`src/rtl/div_pkg.sv`:
```
// Shared types and sizing for the iterative MIPS DIV/DIVU unit.
package div_pkg;

    localparam int DIV_WIDTH = 32;
    localparam int DIV_CNT_W = $clog2(DIV_WIDTH + 1);

    typedef enum logic [1:0] {
        IDLE = 2'd0,
        RUN  = 2'd1,
        DONE = 2'd2
    } div_state_t;

endpackage

```
`src/rtl/div_sign_fix.sv`:
```
// Conditional two's complement negate; gives WIDTH-bit unsigned abs or a signed result fix-up.
module div_sign_fix
    import div_pkg::*;
#(
    parameter int WIDTH = DIV_WIDTH
) (
    input  logic [WIDTH-1:0] value_in,
    input  logic             negate,
    output logic [WIDTH-1:0] value_out
);

    assign value_out = negate ? -value_in : value_in;

endmodule

```
`src/rtl/div_unit.sv`:
```
// Restoring divider, one quotient bit per cycle, for MIPS DIV/DIVU (q to LO, r to HI).
// Define DIV_ZERO_EARLY_EN to finish divide-by-zero one cycle after start.
module div_unit
    import div_pkg::*;
#(
    parameter int WIDTH = DIV_WIDTH
) (
    input  logic             clk,
    input  logic             rst,
    input  logic             ena,
    input  logic             start,
    input  logic             is_signed,
    input  logic [WIDTH-1:0] dividend,
    input  logic [WIDTH-1:0] divisor,
    output logic [WIDTH-1:0] q,
    output logic [WIDTH-1:0] r,
    output logic             busy,
    output logic             done
);

    localparam int CNT_W = $clog2(WIDTH + 1);
    localparam logic [CNT_W-1:0] LAST_ITER = CNT_W'(WIDTH - 1);

    div_state_t       state_q, state_d;
    logic [CNT_W-1:0] cnt_q, cnt_d;
    logic [WIDTH-1:0] rem_q, rem_d;
    logic [WIDTH-1:0] quo_q, quo_d;
    logic [WIDTH-1:0] dvs_q, dvs_d;
    logic [WIDTH-1:0] dvd_q, dvd_d;
    logic             neg_quo_q, neg_quo_d;
    logic             neg_rem_q, neg_rem_d;
    logic             zero_q, zero_d;
    logic [WIDTH-1:0] q_q, q_d;
    logic [WIDTH-1:0] r_q, r_d;

    logic [WIDTH-1:0] abs_dividend, abs_divisor;
    logic [WIDTH-1:0] fixed_quo, fixed_rem;
    logic [WIDTH-1:0] q_res, r_res;
    logic [WIDTH:0]   shifted;
    logic             fits;
    logic             load;

    div_sign_fix #(.WIDTH(WIDTH)) u_abs_dividend (
        .value_in  (dividend),
        .negate    (is_signed & dividend[WIDTH-1]),
        .value_out (abs_dividend)
    );

    div_sign_fix #(.WIDTH(WIDTH)) u_abs_divisor (
        .value_in  (divisor),
        .negate    (is_signed & divisor[WIDTH-1]),
        .value_out (abs_divisor)
    );

    div_sign_fix #(.WIDTH(WIDTH)) u_fix_quo (
        .value_in  (quo_q),
        .negate    (neg_quo_q),
        .value_out (fixed_quo)
    );

    div_sign_fix #(.WIDTH(WIDTH)) u_fix_rem (
        .value_in  (rem_q),
        .negate    (neg_rem_q),
        .value_out (fixed_rem)
    );

    // The partial remainder stays below the divisor, so after the subtract it fits WIDTH bits.
    assign shifted = {rem_q, quo_q[WIDTH-1]};
    assign fits    = (shifted >= {1'b0, dvs_q});

    assign q_res = zero_q ? '1 : fixed_quo;
    assign r_res = zero_q ? dvd_q : fixed_rem;

    assign busy = (state_q == RUN);
    assign done = (state_q == DONE);
    assign q    = done ? q_res : q_q;
    assign r    = done ? r_res : r_q;

    assign load = start && (state_q == IDLE || state_q == DONE);

    always_comb begin
        state_d   = state_q;
        cnt_d     = cnt_q;
        rem_d     = rem_q;
        quo_d     = quo_q;
        dvs_d     = dvs_q;
        dvd_d     = dvd_q;
        neg_quo_d = neg_quo_q;
        neg_rem_d = neg_rem_q;
        zero_d    = zero_q;
        q_d       = q_q;
        r_d       = r_q;

        case (state_q)
            IDLE: begin
                state_d = IDLE;
            end
            RUN: begin
                rem_d = fits ? (shifted[WIDTH-1:0] - dvs_q) : shifted[WIDTH-1:0];
                quo_d = {quo_q[WIDTH-2:0], fits};
                cnt_d = cnt_q + CNT_W'(1);
                if (cnt_q == LAST_ITER) begin
                    state_d = DONE;
                end
            end
            DONE: begin
                q_d     = q_res;
                r_d     = r_res;
                state_d = IDLE;
            end
            default: begin
                state_d = IDLE;
            end
        endcase

        // A new request is accepted from IDLE or back-to-back from DONE.
        if (load) begin
            cnt_d     = '0;
            rem_d     = '0;
            quo_d     = abs_dividend;
            dvs_d     = abs_divisor;
            dvd_d     = dividend;
            neg_quo_d = is_signed & (dividend[WIDTH-1] ^ divisor[WIDTH-1]);
            neg_rem_d = is_signed & dividend[WIDTH-1];
            zero_d    = (divisor == '0);
`ifdef DIV_ZERO_EARLY_EN
            state_d   = (divisor == '0) ? DONE : RUN;
`else
            state_d   = RUN;
`endif
        end
    end

    always_ff @(posedge clk) begin
        if (rst) begin
            state_q   <= IDLE;
            cnt_q     <= '0;
            rem_q     <= '0;
            quo_q     <= '0;
            dvs_q     <= '0;
            dvd_q     <= '0;
            neg_quo_q <= 1'b0;
            neg_rem_q <= 1'b0;
            zero_q    <= 1'b0;
            q_q       <= '0;
            r_q       <= '0;
        end else if (ena) begin
            state_q   <= state_d;
            cnt_q     <= cnt_d;
            rem_q     <= rem_d;
            quo_q     <= quo_d;
            dvs_q     <= dvs_d;
            dvd_q     <= dvd_d;
            neg_quo_q <= neg_quo_d;
            neg_rem_q <= neg_rem_d;
            zero_q    <= zero_d;
            q_q       <= q_d;
            r_q       <= r_d;
        end
    end

endmodule

```
`config.mk`:
```
export PLATFORM = sky130hd
export DESIGN_NAME = div_unit
export DESIGN_NICKNAME = d
export VERILOG_FILES = /design/src/rtl/div_pkg.sv /design/src/rtl/div_sign_fix.sv /design/src/rtl/div_unit.sv
export SDC_FILE = /design/constraint.sdc
export NUM_CORES = 1
export LEC_CHECK = 0
export ABC_AREA = 1
export BUFFER_PORTS_ARGS = -buffer_cell sky130_fd_sc_hd__clkbuf_2
export CORE_MARGIN = 5
export CORE_UTILIZATION = 25
export CTS_BUF_LIST = sky130_fd_sc_hd__clkbuf_8 sky130_fd_sc_hd__clkbuf_16
export CTS_CLUSTER_SIZE = 16
export DETAILED_ROUTE_END_ITERATION = 8
export GPL_TIMING_DRIVEN = 1
export REMOVE_ABC_BUFFERS = 1
export SLEW_MARGIN = 25
export SYNTH_ARGS = -nofsm -noshare
export SYNTH_HDL_FRONTEND = slang
export SYNTH_SLANG_ARGS = --single-unit
```
`constraint.sdc`:
```
create_clock -name clk -period 2.8 [get_ports clk]
set_clock_uncertainty 0.15 [all_clocks]
set_input_delay 0.56 -clock clk [delete_from_list [all_inputs] [get_ports clk]]
set_output_delay 0.56 -clock clk [all_outputs]
set_load 0.005 [all_outputs]
```
==> out/summary.txt, run 1 <==
Sw Share: 0.356
Final Max Slew Viols: 0
Routing usage on met3: 0.0258
Post-synth ARST share: 0
Internal power: 6.22 mW
Total GRT Usage: 0.156
Post-synth top area share: 0.270
Root cell of the clock tree: clkbuf_16
Hold path start: divisor[2]
Register-to-register setup slack: -80 ps
Number of synthesized flops with an enable pin: 0
R2R Path End: r_q[26]$_SDFFE_PP0P_
Pin count of the biggest net entering global routing: 97
Failing checks: negative setup slack
Synth top cells by count: 609 x nand2_1, 384 x inv_1, 216 x nor2_1, 216 x o21ai_0, 206 x a21oi_1
Area Growth Syn to Fin: 28.6%
Top cell type by total area after synthesis: dfxtp_1
Final ANT Viol Nets: 0
CTS sink count: 203
RSZ-0062 raised after global routing: yes
Grt peak-use layer: met1
Clock Path Buffers: 3
Yosys warning total: 0
Crit end category: primary output
Slowest-stage cell, CP: dfxtp_2
Worst Reg2Reg Path Length in Cells: 22
Clock power frac: 0.355
Maximum vdd drop: 0.437 mV
Met1 usage: 0.236
Worst-skew pair later-pin latency: 560 ps
Ratio of cells with drive above 1 in the final layout: 0.237
Final setup viols: 38
Sequential fraction of the synthesis area: 0.270
Die Footprint: 65,200 µm²
Final worst path period share: 1.07
Design Area, Final: 19,300 µm²
Outcome: finished with violations
Die Y: 255 µm
CP arrival: 2290 ps
WHS Path Cells: 3
Worst path most repeated cell: nand3_2
Initial Util: 0.251
Nets: 2,807
Tightest Pin Transition: 934 ps
Number of global-route vias before repair: 15,100
Syn avg cell area: 5.99 µm²
Pwr Density: 499 nW/µm²
Leak pwr: 9.59 nW
Sw Pwr: 3.44 mW
Slew Limit Headroom: 0.377
Final Hold Viols: 0
TritonRoute pass-1 iters: 5
Worst hold slack: 163 ps
Yosys reg bits: 203
Main flop type after synthesis: dfxtp_1
Fin crit period: 3000 ps
CP Cell Sequence: inv_4 > ha_4 > nand3_4 > nor3_4 > nand3_2 > nand2_4 > buf_12 > nand3_2 > nand2_2 > nand3_2 > o21ai_2 > inv_1 > clkbuf_2
H-tree levels: 1
Setup TNS: -3660 ps
Mapped Area: 15,000 µm²
Overflow after GRT: 0
Post-synthesis cell count: 2,512
Placed cell area: 16,600 µm²
WHS Endpoint: dvs_q[2]$_SDFFE_PP0P_
WL/cell: 15.7 µm
Antenna violations before repair: 5
Total number of vias: 16,800
Die width: 255 µm
First-pass GRT wire length: 84,100 µm
Vias/cell: 4.79
Rows: 90
Combinational share of power: 0.316
Cts hold-fix bufs: 0
Met2 usage: 0.227
CP startpoint kind: flip-flop
Final HPWL from detailed placement: 41,300 µm
# DRC: 0
Final WS setup: -199 ps
CP required: 2090 ps
Worst Hold Class: in2reg
Core area: 60,000 µm²
Routability congestion estimate from global placement: 0.910
Count leader, synth: nand2_1
Maxcap violations: 0
Reg2Reg Launch Point: rem_q[0]$_SDFFE_PP0P_
Initial DRC Count: 1,314
Synth top area cells: dfxtp_1 27%, nand2_1 15%, inv_1 9.6%
Port bufs: 134
Post-layout power: 9.65 mW
Seq pwr share: 0.329
Worst-path clk slew: 60 ps
Io pins: 135
Final WL: 55,100 µm
WS Path Type: reg2out
CTS tree: done
CTS Buf Count: 26
Max Fclk: 0.333 GHz
Count of cell types in the netlist: 53
CP max FO: 4
CP max stage delay: 330 ps
==> cell type report <==
cell class                 instances  area [µm²]
antenna                            5        12.5
clock buffer                      29         692
clock inverter                    15         166
fill                            6571       40700
inverter                         407        1560
multi-input combinational       1798        9950
sequential                       203        4160
tap                              782         978
timing repair buffer             264        1830
==> stage by stage <==
stage | utilization | cells | worst slack (ps)
floorplan | - | 2408 | -1760
global placement | 0.277 | 3376 | 94.7
detailed placement | 0.277 | 3376 | 87.7
CTS | 0.304 | 3454 | -198
global route | 0.322 | 3502 | -309
finish | 0.322 | 3503 | -199
==> flip-flops by register name, summed over array words and instances (netlist names), 2 cells and up <==
register,cells
rem_q,32
cnt_q,6
dvd_q,32
q_q,32
dvs_q,32
quo_q,32
r_q,32
state_q,2
==> power by group through the flow <==
stage	sequential, mW	combinational (mW)	clock, mW
5_1_grt	3.19	3.37	3.62
2_1_floorplan	3.19	1.75	0
3_3_place_gp	3.21	2.59	0
3_5_place_dp	3.21	2.59	0
4_1_cts	3.16	2.77	3.50
6_report	3.17	3.05	3.43
==> cell usage in the layout, fill, tap and decap left out, drive strengths merged, types with 4 or more instances in the layout <==
cell type and n:
ha 37, o21ai 238, xor2 36, or2 13, nand4 26, o211ai 9, and2 9, diode 5
nor3 27, o32ai 4, xnor2 20, a21oi 208, nand3 227, nand3b 14, nand2 622, clkbuf 145
nor2 234, buf 148, o22ai 49, nor4 4, dfxtp 203, inv 407, clkinv 11
==> worst max-delay path by stage <==
stage,startpoint,end,slack (ps),depth (start not counted)
2_1_floorplan,state_q[1]$_SDFFE_PP0P_,q[15],-1760,9
3_3_place_gp,rem_q[0]$_SDFFE_PP0P_,r[14],90,11
3_5_place_dp,rem_q[0]$_SDFFE_PP0P_,r[14],90,11
4_1_cts,quo_q[0]$_SDFFE_PP0P_,q[28],-200,13
5_1_grt,rem_q[0]$_SDFFE_PP0P_,r[18],-310,11
6_report,quo_q[1]$_SDFFE_PP0P_,q[30],-200,13
==> logic make-up after synthesis <==
kind of cell,Yosys count,synth area share
simple gates,1181,0.348
compound gates,523,0.184
buf+inv,511,0.134
flops,203,0.270
xor+xnor,56,0.0326
fa+ha+maj,38,0.0321
==> worst max-delay path: cells and delay by family (launching register included) <==
kind,cells,cell delay (ps)
adders and majority gates,1,150
buffers and inverters,4,350
DFF,1,330
AOI/OAI and AO/OA,1,70
and+or+nand+nor,7,820
==> metal layers <==
metal	routed length (µm)	up-vias
met3	3300	74
met4	1580	0
li1	-	8487
met1	27100	7714
met5	0	-
met2	23100	515
==> repair_timing <==
action	in CTS	in global routing
buffers inserted	35	45
pin swaps	51	76
resized for setup	179	231
setup endpoints to repair	53	64
Power figures use the tool's default switching activity.
==> run 2, diff against run 1 <==
SYNTH_HIERARCHICAL = 1   (was unset)
==> run 2 against run 1 <==
The run still ends with negative setup slack left. Flip-flop and latch count unchanged. Maximum frequency increased by 1.1%. First-iteration DRC count decreased by 7.8%. Non-clock buffer count decreased by 6. Global-route usage increased by 0.15 points. Synthesized area increased by 6.1%. Count of clock-buffer cells in the layout increased by 6. Via count increased by 4.6%. Largest power group is now combinational cells. Highest routed layer unchanged.
==> out/summary.txt, run 2 <==
Final worst path period share: 1.06
Total number of vias: 17,600
CTS tree: done
Number of global-route vias before repair: 15,900
Die Footprint: 69,000 µm²
Final setup viols: 43
Worst-path clk slew: 50 ps
Fin util: 0.318
Seq pwr share: 0.279
Slew Limit Headroom: 0.575
Sequential fraction of the synthesis area: 0.254
Slowest-stage cell, CP: dfxtp_2
Hold path start: dividend[0]
Failing checks: negative setup slack
Final ANT Viol Nets: 0
Nets: 3,002
Pin count of the biggest net entering global routing: 117
Final HPWL from detailed placement: 44,900 µm
Area Growth Syn to Fin: 26.0%
Rows: 92
Die width: 263 µm
Synth top cells by count: 824 x nand2_1, 387 x inv_1, 283 x nor2_1
TritonRoute pass-1 iters: 5
RSZ-0062 raised after global routing: yes
# DRC: 0
Commonest non-fill, non-tap cell in the layout: nand2_1
Placed cell area: 17,700 µm²
Initial DRC Count: 1,211
Sw Share: 0.397
Pwr Density: 582 nW/µm²
Count leader, synth: nand2_1
Yosys reg bits: 203
Post-synth ARST share: 0
Mapped Area: 16,000 µm²
Sw Pwr: 4.65 mW
Syn avg cell area: 5.86 µm²
Post-synthesis cell count: 2,724
WP buf/inv: 4
First-pass GRT wire length: 89,400 µm
Register-to-register setup slack: 70 ps
Post-synth top area share: 0.254
Design Area, Final: 20,100 µm²
CP startpoint kind: flip-flop
Reg2Reg Launch Point: quo_q[0]$_SDFFE_PP0P_
Final Hold Viols: 0
Outcome: finished with violations
Port bufs: 134
Initial Util: 0.253
Cts hold-fix bufs: 0
Count of cell types in the netlist: 41
Tightest Pin Transition: 637 ps
Internal power: 7.07 mW
Maxcap violations: 0
Routability congestion estimate from global placement: 0.977
CTS sink count: 203
CP Cell Sequence: buf_6 > nor2_4 > nand2_4 > nor2_4 > buf_12 > buf_6 > nand3b_1 > nand2_1 > nand2_1 > nand2_2 > o21ai_4 > o22ai_4 > clkbuf_2
WS Path Type: reg2out
Final WS setup: -165 ps
Worst Hold Class: in2reg
CTS Buf Count: 28
Vias/cell: 4.67
Core area: 63,200 µm²
CP required: 2090 ps
Die Y: 263 µm
Clock power frac: 0.309
Worst Reg2Reg Path Length in Cells: 21
Number of synthesized flops with an enable pin: 0
Top cell type by total area after synthesis: dfxtp_1
Main flop type after synthesis: dfxtp_1
WHS Path Cells: 3
Final WL: 58,900 µm
Crit path max-delay family: simple AND/OR/NAND/NOR gates
Fin crit period: 2970 ps
WL/cell: 15.7 µm
Commonest cells after routing, fill and taps aside: 783 x nand2_1, 383 x inv_1, 221 x nor2_1
CP max FO: 3
CP max stage delay: 320 ps
Total GRT Usage: 0.158
Leak pwr: 10.1 nW
Crit end category: primary output
Clock Path Buffers: 3
Worst-skew pair later-pin latency: 580 ps
Final Max Slew Viols: 0
Yosys warning total: 6
WHS Endpoint: dvd_q[0]$_SDFFE_PP0P_
Root cell of the clock tree: clkbuf_16
Overflow after GRT: 0
Combinational share of power: 0.413
Ratio of cells with drive above 1 in the final layout: 0.210
Max Fclk: 0.337 GHz
H-tree levels: 1
Antenna violations before repair: 1
R2R Path End: q_q[23]$_SDFFE_PP0P_
Io pins: 135
Synth top area cells: dfxtp_1 25%, nand2_1 19%, inv_1 9.1%
Maximum vdd drop: 0.494 mV
CP arrival: 2260 ps
Post-layout power: 11.7 mW
run 2: cell count changes after synthesis, sizes merged, moves of 12 or more:
cell    delta
nand2    +227
nor2      +93
a21oi     -83
xnor2     +33
nand3b    +22
nor3      -22
nand3     -20
a311oi    +18
o22ai     -17
xor2      -16
nand4     -15
a31oi     +12
run 2: how the worst max path moves through the flow:
stage / from / endpoint / slack [ps] / cells past startpoint
after CTS: rem_q[1]$_SDFFE_PP0P_ / r[17] / -230 / 11
after global placement: dividend[31] / quo_q[31]$_SDFFE_PP0P_ / 50 / 10
final: rem_q[1]$_SDFFE_PP0P_ / r[19] / -170 / 13
after floorplan: state_q[1]$_SDFFE_PP0P_ / r[0] / -2120 / 4
after global routing: rem_q[1]$_SDFFE_PP0P_ / r[17] / -300 / 12
after detailed placement: dividend[31] / quo_q[31]$_SDFFE_PP0P_ / 60 / 10
run 2: power groups by stage:
| stage | clock network [mW] | logic (mW) | registers [mW] |
|---|---|---|---|
| 2_1_floorplan | 0 | 2.88 | 3.24 |
| 3_5_place_dp | 0 | 4.31 | 3.29 |
| 5_1_grt | 3.84 | 5.33 | 3.29 |
| 3_3_place_gp | 0 | 4.36 | 3.28 |
| 6_report | 3.62 | 4.84 | 3.27 |
| 4_1_cts | 3.71 | 4.58 | 3.25 |
run 2: worst reg2reg max path, cell delays in order, from the launching register on:
cell     delay (ps)
dfxtp_4         360
inv_4            80
buf_6           100
nand2_4          50
nor2_4          170
buf_4           140
nand2_2          50
nand2_4         110
nand2_2          50
nand2_1          70
nand2_1          50
o21ai_1         150
o21ai_1         100
buf_4           140
buf_4           120
buf_4           120
buf_4           120
buf_4           120
buf_4           120
buf_4           130
o21ai_2         100
inv_1            40
run 2: layout make-up:
type,instances,area (µm²)
flip-flops and latches,203,4190
diodes,1,2.50
fillers,6946,43100
well taps,846,1060
clock inverters,13,149
multi-input cells,2003,10600
clock buffers,35,797
repair buffers,258,1850
inverters,401,1510
run 2: repair_timing:
item                                    4_1_cts  5_1_grt
buffers inserted                             25       31
pin swaps                                    53       68
endpoints found under the setup margin       56       63
gates cloned                                  1        3
resized for setup                           218      196
run 2: logic make-up (layout without fill, tap and decap cells):
family,count (synthesis),in the layout,share of synthesized area
xor gates and xnor gates,73,73,0.0400
and+or+nand+nor,1453,1453,0.393
buffers and inverters,518,707,0.134
DFF,203,203,0.254
AOI/OAI and AO/OA,439,439,0.148
other,0,1,0
adders and majority gates,38,38,0.0302
run 2: layer usage:
metal	wire, µm	track usage	share of wire
met3	3180	0.0198	0.054
met1	25600	0.207	0.44
met5	0	0	0
met4	2430	0.0544	0.041
met2	27700	0.268	0.47
run 2: stage by stage:
stage | worst slack [ps] | setup TNS (ps) | std cells | hold WS, ps
final | -165 | -3310 | 3760 | 81.3
after global routing | -304 | -9310 | 3759 | 81.6
after CTS | -229 | -4250 | 3727 | 45.3
after detailed placement | 56.7 | 0 | 3654 | 311
after global placement | 52.2 | 0 | 3654 | 308
after floorplan | -2120 | -445060 | 2607 | 301
==> run 3, diff against run 2 <==
BUFFER_PORTS_ARGS = -buffer_cell sky130_fd_sc_hd__buf_2   (was -buffer_cell sky130_fd_sc_hd__clkbuf_2)
CORE_UTILIZATION = 55   (was 25)
PLACE_DENSITY = 0.74   (was unset)
==> run 3 against run 2 <==
The flow still finishes with violations (negative setup slack). Clock power decreased by 4%. Total power decreased by 3.1%. Sequential power hardly changed. Wire length down 6.5%. Critical path depth fell by 1.
==> out/summary.txt, run 3 (same netlist as run 2, synthesis figures left out) <==
Crit end category: primary output
Pwr Density: 607 nW/µm²
Final worst path period share: 1.04
Maximum vdd drop: 0.370 mV
Die Y: 180 µm
CTS sink count: 203
First-pass GRT wire length: 87,100 µm
Clock Path Buffers: 3
Footprint of the multi-input gates: 10,300 µm²
CP max FO: 5
Worst hold slack: 122 ps
CP required: 2090 ps
Final setup viols: 33
Rows: 62
Finished Layout Cells: 3,243
Fin crit period: 2910 ps
Initial DRC Count: 1,517
Nets: 2,947
Routability congestion estimate from global placement: 0.994
Die width: 180 µm
Fin util: 0.652
Total GRT Usage: 0.322
CTS Buf Count: 24
Total number of vias: 17,900
Antenna violations before repair: 0
Final ANT Viol Nets: 0
Max Fclk: 0.343 GHz
Initial Util: 0.556
WL/cell: 17.0 µm
Final HPWL from detailed placement: 41,600 µm
Failing checks: negative setup slack
Number of global-route vias before repair: 16,800
RSZ-0062 raised after global routing: yes
Post-layout power: 11.4 mW
Port bufs: 134
Final WL: 55,100 µm
CTS tree: done
Core area: 28,700 µm²
WS Path Type: reg2out
Root cell of the clock tree: clkbuf_16
Commonest non-fill, non-tap cell in the layout: nand2_1
Slew Limit Headroom: 0.412
Tightest Pin Transition: 881 ps
Vias/cell: 5.52
Io pins: 135
TritonRoute pass-1 iters: 6
Cts hold-fix bufs: 0
Area Growth Syn to Fin: 17.1%
Maxcap violations: 0
Worst-skew pair later-pin latency: 530 ps
H-tree levels: 1
Dpl cells: 3,166
Final WS setup: -112 ps
Overflow after GRT: 0
DP Worst Slack: 149 ps
Final Max Slew Viols: 0
Pin count of the biggest net entering global routing: 98
Final Hold Viols: 0
Worst-path clk slew: 60 ps
# DRC: 0
Outcome: finished with violations
Ratio of cells with drive above 1 in the final layout: 0.176
Die Footprint: 32,500 µm²
Number of fill cells: 2,734
CP arrival: 2200 ps
CP startpoint kind: flip-flop
Leak pwr: 9.66 nW
Area of all sequential standard cells: 4160 µm²
Worst Hold Class: in2reg
Commonest cells after routing, fill and taps aside: 800 x nand2_1, 382 x inv_1, 232 x nor2_1
==> run 3: worst max-delay path: stages (launching register included) <==
cell,delay (ps)
dfxtp_4,370
inv_4,60
ha_4,150
nand2_4,60
nor2_4,160
nand2_1,80
nand2_2,130
o21ai_1,90
nand2_1,70
nand2_1,60
o21ai_0,160
o22ai_1,140
buf_2,150
==> run 3: area by class of cell <==
class	instances	share of cell area
multi-input combinational	2003	0.553
sequential	203	0.222
clock buffer	28	0.0351
inverter	401	0.0809
clock inverter	16	0.0123
antenna	1	0.000134
timing repair buffer	207	0.0704
tap	384	0.0257
==> run 3: metal layers <==
layer  global-route usage  vias to the layer above  part of all wire
met4                0.163                        0             0.060
met2                0.560                      732              0.48
li1                     -                     8848                 -
met1                0.395                     8162              0.40
met3               0.0337                      172             0.063
met5                    0                        -                 0
==> run 3: report_power, final <==
| group | leakage [nW] | switching, mW | internal, mW |
|---|---|---|---|
| combinational | 7.54 | 2.97 | 1.62 |
| sequential | 1.69 | 0.199 | 3.07 |
| clock | 0.432 | 1.34 | 2.15 |
| total | 9.66 | 4.51 | 6.84 |
==> run 3: worst paths after layout <==
check                                            start  slack, ps                      to  cells after the start
worst max-delay path             rem_q[1]$_SDFFE_PP0P_       -110                   r[18]                     12
worst min-delay path                       dividend[0]        120   dvd_q[0]$_SDFFE_PP0P_                      3
worst max register to register   quo_q[0]$_SDFFE_PP0P_         20    q_q[18]$_SDFFE_PP0P_                     20
worst min register to register  dvd_q[27]$_SDFFE_PP0P_        320  dvd_q[27]$_SDFFE_PP0P_                      2
==> run 3: repair_timing <==
action,CTS,global route
endpoints found under the setup margin,49,53
resized for setup,159,98
setup buffers,20,12
pin swaps,42,30
==> run 3: stage by stage <==
step	setup TNS (ps)	area, µm²
global placement	0	16900
global route	-6970	18700
finish	-1670	18700
floorplan	-445060	15300
detailed placement	0	16900
CTS	-1550	18300
